<file path="config.mk">
export PLATFORM = sky130hd
export DESIGN_NAME = up_to_59_elapsed_timer
export DESIGN_NICKNAME = d
export VERILOG_FILES = /design/src/rtl/up_to_59_elapsed_timer.sv
export SDC_FILE = /design/constraint.sdc
export NUM_CORES = 1
export LEC_CHECK = 0
export ABC_CLOCK_PERIOD_IN_PS = 3100
export BUFFER_PORTS_ARGS = -buffer_cell sky130_fd_sc_hd__buf_2
export CAP_MARGIN = 20
export CORE_AREA = 2 2 57 59
export CTS_BUF_LIST = sky130_fd_sc_hd__clkbuf_8
export DETAILED_ROUTE_END_ITERATION = 8
export DIE_AREA = 0 0 59 61
export HOLD_SLACK_MARGIN = 0.15
export PLACE_DENSITY = 0.64
export SLEW_MARGIN = 30
export SYNTH_ARGS = -nofsm -noshare
export SYNTH_HDL_FRONTEND = slang
export SYNTH_SLANG_ARGS = --single-unit
</file>
<file path="constraint.sdc">
create_clock -name clock -period 3.1 [get_ports clock]
set_clock_uncertainty 0.15 [all_clocks]
set_input_delay 0.155 -clock clock [delete_from_list [all_inputs] [get_ports clock]]
set_output_delay 0.155 -clock clock [all_outputs]
set_load 0.02 [all_outputs]
</file>
<file path="src/rtl/up_to_59_elapsed_timer.sv">
// mm:ss elapsed-time counter in BCD (00:00..59:59) gated by a start/stop/clear FSM.
// WRAP=0 saturates at 59:59 in DONE; WRAP=1 rolls over to 00:00 with a one-cycle pulse.

module up_to_59_digit #(
  parameter int W   = 4,
  parameter int MAX = 9
) (
  input  logic         clock,
  input  logic         reset,
  input  logic         clr,
  input  logic         inc,
  output logic [W-1:0] value,
  output logic         carry
);
  localparam logic [W-1:0] MAXV = W'(MAX);

  assign carry = inc && (value == MAXV);

  // Anything at or above MAX (including illegal codes) returns to 0 on increment.
  always_ff @(posedge clock) begin
    if (reset || clr)  value <= '0;
    else if (inc)      value <= (value >= MAXV) ? '0 : value + 1'b1;
  end
endmodule

module up_to_59_elapsed_timer #(
  parameter bit WRAP = 1'b0
) (
  input  logic       clock,
  input  logic       reset,
  input  logic       tick,
  input  logic       start,
  input  logic       stop,
  input  logic       clear,
  output logic [3:0] sec_units,
  output logic [2:0] sec_tens,
  output logic [3:0] min_units,
  output logic [2:0] min_tens,
  output logic       running,
  output logic       done,
  output logic       rollover
);
  typedef enum logic [1:0] {IDLE, RUNNING, PAUSED, DONE} state_t;

  state_t state, state_nxt;
  logic   all_max, hold, inc_en;
  logic   su_c, st_c, mu_c, mt_c;
  logic   rollover_q;

  assign all_max = (sec_units == 4'd9) && (sec_tens == 3'd5) &&
                   (min_units == 4'd9) && (min_tens == 3'd5);
  // In saturating mode the terminal tick must leave the digits at 59:59.
  assign hold    = !WRAP && all_max;
  assign inc_en  = (state == RUNNING) && tick && !stop && !clear && !hold;

  always_comb begin
    state_nxt = state;
    if (clear) state_nxt = IDLE;
    else begin
      case (state)
        IDLE, PAUSED: if (start) state_nxt = RUNNING;
        RUNNING: begin
          if (stop)                 state_nxt = PAUSED;
          else if (tick && hold)    state_nxt = DONE;
        end
        DONE:    state_nxt = DONE;
        default: state_nxt = IDLE;
      endcase
    end
  end

  always_ff @(posedge clock) begin
    if (reset) state <= IDLE;
    else       state <= state_nxt;
  end

  always_ff @(posedge clock) begin
    if (reset || clear) rollover_q <= 1'b0;
    else                rollover_q <= WRAP && mt_c;
  end

  up_to_59_digit #(.W(4), .MAX(9)) u_su (.clock(clock), .reset(reset), .clr(clear),
    .inc(inc_en), .value(sec_units), .carry(su_c));
  up_to_59_digit #(.W(3), .MAX(5)) u_st (.clock(clock), .reset(reset), .clr(clear),
    .inc(su_c),   .value(sec_tens),  .carry(st_c));
  up_to_59_digit #(.W(4), .MAX(9)) u_mu (.clock(clock), .reset(reset), .clr(clear),
    .inc(st_c),   .value(min_units), .carry(mu_c));
  up_to_59_digit #(.W(3), .MAX(5)) u_mt (.clock(clock), .reset(reset), .clr(clear),
    .inc(mu_c),   .value(min_tens),  .carry(mt_c));

  assign running  = (state == RUNNING);
  assign done     = !WRAP && (state == DONE);
  assign rollover = rollover_q;
endmodule

</file>
==> results_dict.tcl, run 1 <==
set metrics [dict create \
    nets 158 \
    cts_sinks 16 \
    final.min_clock_period_ps 2280 \
    antenna_found_initial 0 \
    required_ps 3140 \
    grt-ovfl-total 0 \
    final_common_cell "buf_2" \
    synth_async_sr_flop_share 0 \
    hold_buffers 5 \
    fp.dieH_um 61 \
    syn-cell-area_um2 985 \
    vias_per_cell 5.40 \
    worst_pin_slew_ps 544 \
    clk_pin_slew_worst_paths_ps 70 \
    finalInstanceArea_um2 1210 \
    grt_pass1_wl_mm 3.93 \
    cp_top_family "simple AND/OR/NAND/NOR gates" \
    gp_congestion 0.853 \
    fmax_ghz 0.440 \
    cts_buffer_depth 2 \
    firstDrtPassIters 4 \
    place_area_um2 1110 \
    avgSynthCellArea_um2 8.49 \
    worst_ep_arrival_time_ps 2310 \
    netlist_instances 116 \
    drcViolationCount 0 \
    via_count 940 \
    r2r_slack_ps 910 \
    hold_viol_final 0 \
    whs_ps 181 \
    post_cts_buffers 0 \
    h-tree-depth 1 \
    cts_inserted_buffers 3 \
    ys_seq_area_frac 0.325 \
    synth_enable_flop_cells 0 \
    initial_utilization 0.333 \
    critPathLaunchType "input port" \
    irDropWorstVdd_mv 0.232 \
    yosys_warnings 0 \
    synth_nets 132 \
    cp-end-kind "register" \
    drive_above_1_share 0.206 \
    insertion_delay_ps 250 \
    fillers 311 \
    crit_chain "dlygate4sd3_1 > buf_2 > nor4b_4 > nand4_1 > or4_1 > a21oi_1" \
    die_w_um 59 \
    setup-tns-final_ps 0 \
    grt_pass1_vias 937 \
    root_buffer "clkbuf_8" \
    regArea_um2 320 \
    critPathMaxStageDelay_ps 610 \
    slowest_stage "or4_1" \
    total_power_uw 418 \
    p_leak_nw 0.480 \
    wire_per_inst_um 13.0 \
    rsz0062_at_grt "false" \
    fin_crit_sh 0.734 \
    path_max_fanout 11 \
    outcome "finished, final reports clean" \
    drv_slew 0 \
    drtIter0Drc 22 \
    grt_usage 0.142 \
    syn_to_final_growth_pct 23.1 \
    crit_type "in2reg" \
    rows 20 \
    ant_nets 0 \
    cts_tree "built" \
    mostFrequentLayoutCells "buf_2, dfxtp_1, inv_1" \
    multi_input_area_um2 599 \
    diodes 0 \
    ys.flop_type "dfxtp_1" \
    p_per_area_nw_per_um2 345 \
    core_area_um2 2950 \
    post_cts_resized 0 \
    wl_mm 2.27 \
    die_area_um2 3600 \
    relSlewSlack 0.633 \
    setup_violations 0 \
    ioPinCount 23 \
    path_buf_inv 2 \
    io_buffers 21 \
    synth_cell_types 35 \
    ys_ff_latch 16 \
    max-cap-violations 0 \
    hold_class "in2reg" \
    dp_hpwl_mm 1.68 \
    grt_max_degree 15 \
]
==> tightest hold or removal path, stage by stage <==
cell     delay, ps
buf_2          120
nor2_1         110
nand2_1         90
mux2i_1         60
==> per-stage QoR <==
step,cells,utilization,setup WS (ps)
final,174,0.411,825
after global routing,174,0.411,687
after CTS,174,0.411,831
after detailed placement,165,0.375,949
after global placement,165,0.375,1060
after floorplan,116,-,1110
==> cell usage after synthesis, types with 2 or more instances <==
master | n | area share
dfxtp_1 | 16 | 0.33
inv_1 | 11 | 0.042
a21oi_1 | 10 | 0.051
ha_1 | 10 | 0.13
nor2_1 | 8 | 0.030
o21ai_0 | 8 | 0.041
or4_1 | 8 | 0.061
o31ai_1 | 5 | 0.038
nand2_1 | 4 | 0.015
clkbuf_1 | 3 | 0.011
o31a_1 | 3 | 0.027
a211oi_1 | 2 | 0.015
a31oi_1 | 2 | 0.013
nand3b_1 | 2 | 0.015
nand4_1 | 2 | 0.013
nor4_1 | 2 | 0.013
o211ai_1 | 2 | 0.015
==> report_power, final <==
group          total, mW  switching, mW  internal (mW)
sequential         0.208        0.00112          0.206
clock              0.187         0.0747          0.113
combinational     0.0228         0.0127         0.0101
==> layout make-up <==
cell class              instances  area share
well taps                      33      0.0341
clock buffers                   4      0.0454
multi-input cells              84       0.494
inverters                      11      0.0341
repair buffers                 26       0.128
flip-flops and latches         16       0.264
==> kinds of logic after synthesis <==
| group | after synthesis | synth area share |
|---|---|---|
| compound gates | 34 | 0.216 |
| fa+ha+maj | 10 | 0.127 |
| buf+inv | 16 | 0.0661 |
| flops | 16 | 0.325 |
| mux | 1 | 0.0102 |
| other cells | 1 | 0.00381 |
| simple gates | 38 | 0.252 |
==> state kept, by name, summed over array words and instances, names as in the netlist <==
register and flops:
u_mu.value 4, state 2, u_st.value 3, u_mt.value 3
u_su.value 4
==> final timing paths <==
kind / to / depth (start not counted) / startpoint
min: u_mu.value[1]$_SDFFE_PP0P_ / 4 / clear
max reg2reg: u_mt.value[1]$_SDFFE_PP0P_ / 5 / u_su.value[0]$_SDFFE_PP0N_
max: u_mt.value[1]$_SDFFE_PP0P_ / 6 / stop
min reg2reg: u_st.value[1]$_SDFFE_PP0N_ / 2 / u_st.value[1]$_SDFFE_PP0N_
==> per-layer routing <==
metal  global-route usage  vias to the layer above  share of wire
met5                    0                        -              0
met4               0.0292                        0         0.0057
met3               0.0469                        2          0.045
met2                0.265                       19           0.50
met1                0.158                      446           0.45
li1                     -                      473              -
Note: power is estimated with default switching activity, not from simulation.
==> run 2: changes to the inputs <==
--- a/config.mk
+++ b/config.mk
@@ -5,7 +5,7 @@
 export SDC_FILE = /design/constraint.sdc
 export NUM_CORES = 1
 export LEC_CHECK = 0
-export ABC_CLOCK_PERIOD_IN_PS = 3100
+export ABC_CLOCK_PERIOD_IN_PS = 2000
 export BUFFER_PORTS_ARGS = -buffer_cell sky130_fd_sc_hd__buf_2
 export CAP_MARGIN = 20
 export CORE_AREA = 2 2 57 59
@@ -13,7 +13,7 @@
 export DETAILED_ROUTE_END_ITERATION = 8
 export DIE_AREA = 0 0 59 61
 export HOLD_SLACK_MARGIN = 0.15
-export PLACE_DENSITY = 0.64
+export PLACE_DENSITY = 0.66
 export SLEW_MARGIN = 30
 export SYNTH_ARGS = -nofsm -noshare
 export SYNTH_HDL_FRONTEND = slang
==> constraint.sdc (replaced) <==
create_clock -name clock -period 2 [get_ports clock]
set_clock_uncertainty 0.15 [all_clocks]
set_input_delay 0.1 -clock clock [delete_from_list [all_inputs] [get_ports clock]]
set_output_delay 0.1 -clock clock [all_outputs]
set_load 0.02 [all_outputs]
==> run 2 against run 1 <==
  * Register-to-register slack worse by 850 ps
  * Clock power grew 58%
  * Sequential power rose by 55%
  * Sequential share of layout area decreased by 2.6 points
  * Die area unchanged
  * Combinational power up 71%
  * Sequential cell count unchanged
  * Critical endpoint is now u_mu.value[0]$_SDFFE_PP0P_
  * Highest routed layer unchanged
==> results_dict.tcl, run 2 (same netlist as run 1, synthesis figures left out) <==
set metrics [dict create \
    critPathMaxStageDelay_ps 470 \
    multi_input_area_um2 623 \
    drive_above_1_share 0.303 \
    p_leak_nw 0.543 \
    path_max_fanout 5 \
    cts_tree "built" \
    drcViolationCount 0 \
    drv_slew 0 \
    slowest_stage "or4_1" \
    hold_viol_final 0 \
    core_area_um2 2950 \
    crit_type "reg2reg" \
    rsz0062_at_grt "true" \
    insertion_delay_ps 250 \
    required_ps 2020 \
    grt_usage 0.146 \
    grt_pass1_vias 968 \
    whs_ps 192 \
    die_w_um 59 \
    place_inst 174 \
    grt_max_degree 15 \
    crit_chain "nor4b_4 > nand4_1 > buf_4 > or4_1 > o31ai_1" \
    cp_top_family "simple AND/OR/NAND/NOR gates" \
    fillers 306 \
    initial_utilization 0.333 \
    fp.dieH_um 61 \
    mostFrequentLayoutCells "buf_2, dfxtp_1, buf_4" \
    die_area_um2 3600 \
    final_common_cell "buf_2" \
    p_per_area_nw_per_um2 488 \
    clk_pin_slew_worst_paths_ps 60 \
    io_buffers 21 \
    regArea_um2 320 \
    fmax_ghz 0.515 \
    diodes 0 \
    cts_sinks 16 \
    firstDrtPassIters 4 \
    worst_ep_arrival_time_ps 1960 \
    via_count 1037 \
    critPathLaunchType "register" \
    path_buf_inv 1 \
    root_buffer "clkbuf_8" \
    fin_crit_sh 0.971 \
    nets 172 \
    gp_congestion 0.798 \
    irDropWorstVdd_mv 0.304 \
    hold_class "in2reg" \
    drtIter0Drc 17 \
    grt-ovfl-total 0 \
    cts_inserted_buffers 3 \
    syn_to_final_growth_pct 36.7 \
    final.min_clock_period_ps 1940 \
    cp-end-kind "register" \
    setup_violations 0 \
    h-tree-depth 1 \
    ant_nets 0 \
    reg.largest.list "u_mu.value x4, u_su.value x4" \
    outcome "finished, final reports clean" \
    rows 20 \
    vias_per_cell 5.52 \
    wl_mm 2.49 \
    fin_cells 188 \
    total_power_uw 657 \
    dp_hpwl_mm 1.80 \
    grt_pass1_wl_mm 4.00 \
    cts_buffer_depth 2 \
    max-cap-violations 0 \
    ioPinCount 23 \
    antenna_found_initial 0 \
    wire_per_inst_um 13.3 \
]
==> run 2: final timing paths <==
path	to	slack, ps	cells past startpoint	startpoint
setup / recovery	u_mu.value[0]$_SDFFE_PP0P_	60	5	state[1]$_SDFFE_PP0P_
hold / removal	u_mu.value[1]$_SDFFE_PP0P_	190	5	clear
setup reg to reg	u_mu.value[0]$_SDFFE_PP0P_	60	5	state[1]$_SDFFE_PP0P_
hold reg to reg	u_su.value[1]$_SDFFE_PP0N_	370	2	u_su.value[1]$_SDFFE_PP0N_
==> run 2: routing by layer <==
metal  routed length (µm)  GRT usage  vias up
met2                 1220      0.267       30
met4                   40     0.0584        0
met5                    0          0        -
met1                 1110      0.166      497
met3                  114     0.0299        7
li1                     -          -      503
==> run 2: worst reg2reg max path, stage by stage (launching register included) <==
cell and delay [ps]:
dfxtp_1 370, nor4b_4 360, nand4_1 230, buf_4 210, or4_1 470, o31ai_1 80
==> run 2: power breakdown <==
part | internal, mW | switching (mW)
clock network | 0.175 | 0.121
logic | 0.0184 | 0.0205
registers | 0.320 | 0.00168
==> run 2: per-stage QoR <==
| stage | utilization | TNS (ps) | setup slack, ps | cell area (µm²) |
|---|---|---|---|---|
| 6_report | 0.456 | 0 | 57.3 | 1350 |
| 5_1_grt | 0.456 | -77.9 | -36.1 | 1350 |
| 4_1_cts | 0.440 | 0 | 39.4 | 1300 |
| 3_5_place_dp | 0.398 | 0 | 66.1 | 1170 |
| 3_3_place_gp | 0.398 | 0 | 119 | 1170 |
| 2_1_floorplan | - | 0 | 9.89 | 985 |
==> run 2: what timing repair did <==
action / 4_1_cts / 5_1_grt
setup buffers: 0 / 3
resized for setup: 0 / 8
setup endpoints to repair: 0 / 8
endpoints found under the hold margin: 5 / 0
hold buffers: 7 / 0
==> run 2: final cells by class <==
class | count | area share
clock buffer | 4 | 0.0409
inverter | 11 | 0.0307
sequential | 16 | 0.238
tap | 33 | 0.0307
timing repair buffer | 40 | 0.197
multi-input combinational | 84 | 0.463
==> run 3: changes to the inputs <==
--- a/config.mk
+++ b/config.mk
@@ -5,7 +5,7 @@
 export SDC_FILE = /design/constraint.sdc
 export NUM_CORES = 1
 export LEC_CHECK = 0
-export ABC_CLOCK_PERIOD_IN_PS = 2000
+export ABC_CLOCK_PERIOD_IN_PS = 2200
 export BUFFER_PORTS_ARGS = -buffer_cell sky130_fd_sc_hd__buf_2
 export CAP_MARGIN = 20
 export CORE_AREA = 2 2 57 59
@@ -13,7 +13,7 @@
 export DETAILED_ROUTE_END_ITERATION = 8
 export DIE_AREA = 0 0 59 61
 export HOLD_SLACK_MARGIN = 0.15
-export PLACE_DENSITY = 0.66
+export PLACE_DENSITY = 0.64
 export SLEW_MARGIN = 30
 export SYNTH_ARGS = -nofsm -noshare
 export SYNTH_HDL_FRONTEND = slang
==> constraint.sdc (replaced) <==
create_clock -name clock -period 2.2 [get_ports clock]
set_clock_uncertainty 0.15 [all_clocks]
set_input_delay 0.11 -clock clock [delete_from_list [all_inputs] [get_ports clock]]
set_output_delay 0.11 -clock clock [all_outputs]
set_load 0.02 [all_outputs]
==> run 3 against run 2 <==
  * Clock-buffer cell count shrank 1
  * Sequential power decreased by 9.0%
  * Power decreased by 18%
  * First-iteration DRC count is 59% higher
  * Critical endpoint is now state[1]$_SDFFE_PP0P_
  * Largest power group unchanged
==> results_dict.tcl, run 3 (same netlist as run 1, synthesis figures left out) <==
set metrics [dict create \
    outcome "finished, final reports clean" \
    final.min_clock_period_ps 2080 \
    final_common_cell "buf_2" \
    via_count 953 \
    irDropWorstVdd_mv 0.318 \
    p_clk_frac 0.394 \
    combPwrFrac 0.064 \
    r2r_slack_ps 120 \
    insertion_delay_ps 240 \
    gp_congestion 0.845 \
    path_max_fanout 6 \
    ioPinCount 23 \
    grt_pass1_wl_mm 3.73 \
    reg.largest.list "u_mu.value x4, u_su.value x4" \
    h-tree-depth 1 \
    seqPwrFrac 0.542 \
    root_buffer "clkbuf_8" \
    grt_pass1_vias 867 \
    r2r_start "u_st.value[0]$_SDFFE_PP0N_" \
    antenna_found_initial 0 \
    mostFrequentLayoutCells "buf_2, dfxtp_1, inv_1" \
    place_inst 166 \
    finalInstanceArea_um2 1270 \
    drv_slew 0 \
    internal_power_uw 429 \
    cts_inserted_buffers 3 \
    io_buffers 21 \
    clk_pin_slew_worst_paths_ps 60 \
    vias_per_cell 5.27 \
    diodes 0 \
    p_sw_frac 0.206 \
    worst_ep_arrival_time_ps 2110 \
    total_power_uw 540 \
    hold_viol_final 0 \
    fin_crit_sh 0.944 \
    core_area_um2 2950 \
    multi_input_area_um2 599 \
    drive_above_1_share 0.236 \
    firstDrtPassIters 4 \
    cp-end-kind "register" \
    hp-start "stop" \
    fp.dieH_um 61 \
    die_area_um2 3600 \
    place_area_um2 1110 \
    p_leak_nw 0.513 \
    grt_usage 0.135 \
    initial_utilization 0.333 \
    dp_hpwl_mm 1.65 \
    max-cap-violations 0 \
    cts_buffer_depth 2 \
    slowest_stage "dlygate4sd3_1" \
    worstHoldPathCells 4 \
    fillers 312 \
    wire_per_inst_um 12.3 \
    p_per_area_nw_per_um2 426 \
    ant_nets 0 \
    crit_type "reg2reg" \
    cp_top_family "simple AND/OR/NAND/NOR gates" \
    required_ps 2240 \
    die_w_um 59 \
    syn_to_final_growth_pct 28.8 \
    rsz0062_at_grt "true" \
    wl_mm 2.23 \
    regArea_um2 323 \
    relSlewSlack 0.672 \
    setup-tns-final_ps 0 \
    path_buf_inv 1 \
    rows 20 \
    p_sw_uw 111 \
    setup_violations 0 \
    cts_tree "built" \
    hold_path_end "u_su.value[3]$_SDFFE_PP0N_" \
    fmax_ghz 0.482 \
    critPathMaxStageDelay_ps 560 \
    grt_max_degree 15 \
    worst_pin_slew_ps 488 \
    nets 166 \
    critPathLaunchType "register" \
    crit_chain "ha_1 > nand4_1 > nor2_1 > a311oi_1 > nor3_1 > dlygate4sd3_1" \
    drcViolationCount 0 \
    fin_cells 181 \
    reg2regPathDepth 6 \
    cts_sinks 16 \
    r2r_end "state[1]$_SDFFE_PP0P_" \
    hold_class "in2reg" \
    grt-ovfl-total 0 \
    drtIter0Drc 27 \
]
run 3: cell count changes in the layout (fill, tap and decap cells not counted), moves of 2 or more:
cell / delta
dfxtp_2: +2
dfxtp_1: -2
buf_4: -7
ha_2: -2
ha_1: +2
run 3: timing repair:
| item | 4_1_cts | 5_1_grt |
|---|---|---|
| endpoints found under the setup margin | 0 | 5 |
| hold buffers | 8 | 0 |
| gates resized for setup | 0 | 2 |
| hold endpoints to repair | 5 | 0 |
| setup buffers | 0 | 4 |
run 3: final cells by class:
cell class | instances | area share
tap | 33 | 0.0325
timing repair buffer | 34 | 0.176
clock buffer | 3 | 0.0325
multi-input combinational | 84 | 0.472
sequential | 16 | 0.254
inverter | 11 | 0.0325
run 3: worst reg2reg max path, cell delays in order (launching register included):
cell	delay (ps)
dfxtp_1	410
ha_1	230
nand4_1	190
nor2_1	200
a311oi_1	120
nor3_1	170
dlygate4sd3_1	560
run 3: metal layers:
| metal | global-route usage | part of all wire | vias up |
|---|---|---|---|
| met4 | 0.0455 | 0.0072 | 0 |
| met3 | 0.0405 | 0.045 | 2 |
| met2 | 0.230 | 0.47 | 23 |
| li1 | - | - | 491 |
| met1 | 0.161 | 0.47 | 437 |
| met5 | 0 | 0 | - |
run 3: power by group through the flow:
stage | registers, mW | clock network [mW] | logic (mW)
after floorplan | 0.299 | 0 | 0.0155
after global placement | 0.299 | 0 | 0.0242
after detailed placement | 0.299 | 0 | 0.0245
after CTS | 0.293 | 0.220 | 0.0345
after global routing | 0.293 | 0.232 | 0.0374
final | 0.293 | 0.213 | 0.0345
run 3: worst max path at each step:
stage                                 end                  startpoint  cells past startpoint  slack [ps]
2_1_floorplan  u_mt.value[0]$_SDFFE_PP0P_  u_su.value[0]$_SDFFE_PP0N_                      6         210
3_3_place_gp   u_mt.value[1]$_SDFFE_PP0P_  u_su.value[0]$_SDFFE_PP0N_                      5         160
3_5_place_dp   u_mt.value[1]$_SDFFE_PP0P_  u_su.value[0]$_SDFFE_PP0N_                      5          30
4_1_cts        u_mt.value[1]$_SDFFE_PP0P_  u_su.value[0]$_SDFFE_PP0N_                      5          10
5_1_grt        u_su.value[1]$_SDFFE_PP0N_  u_mu.value[0]$_SDFFE_PP0P_                      7         -20
6_report            state[1]$_SDFFE_PP0P_  u_st.value[0]$_SDFFE_PP0N_                      6         120
run 3: stage by stage:
step	setup WS, ps	hold slack (ps)	utilization
after global routing	-16.3	196	0.430
after CTS	14.0	178	0.419
final	123	175	0.430
after global placement	160	221	0.378
after floorplan	210	49.5	-
after detailed placement	32.0	224	0.378
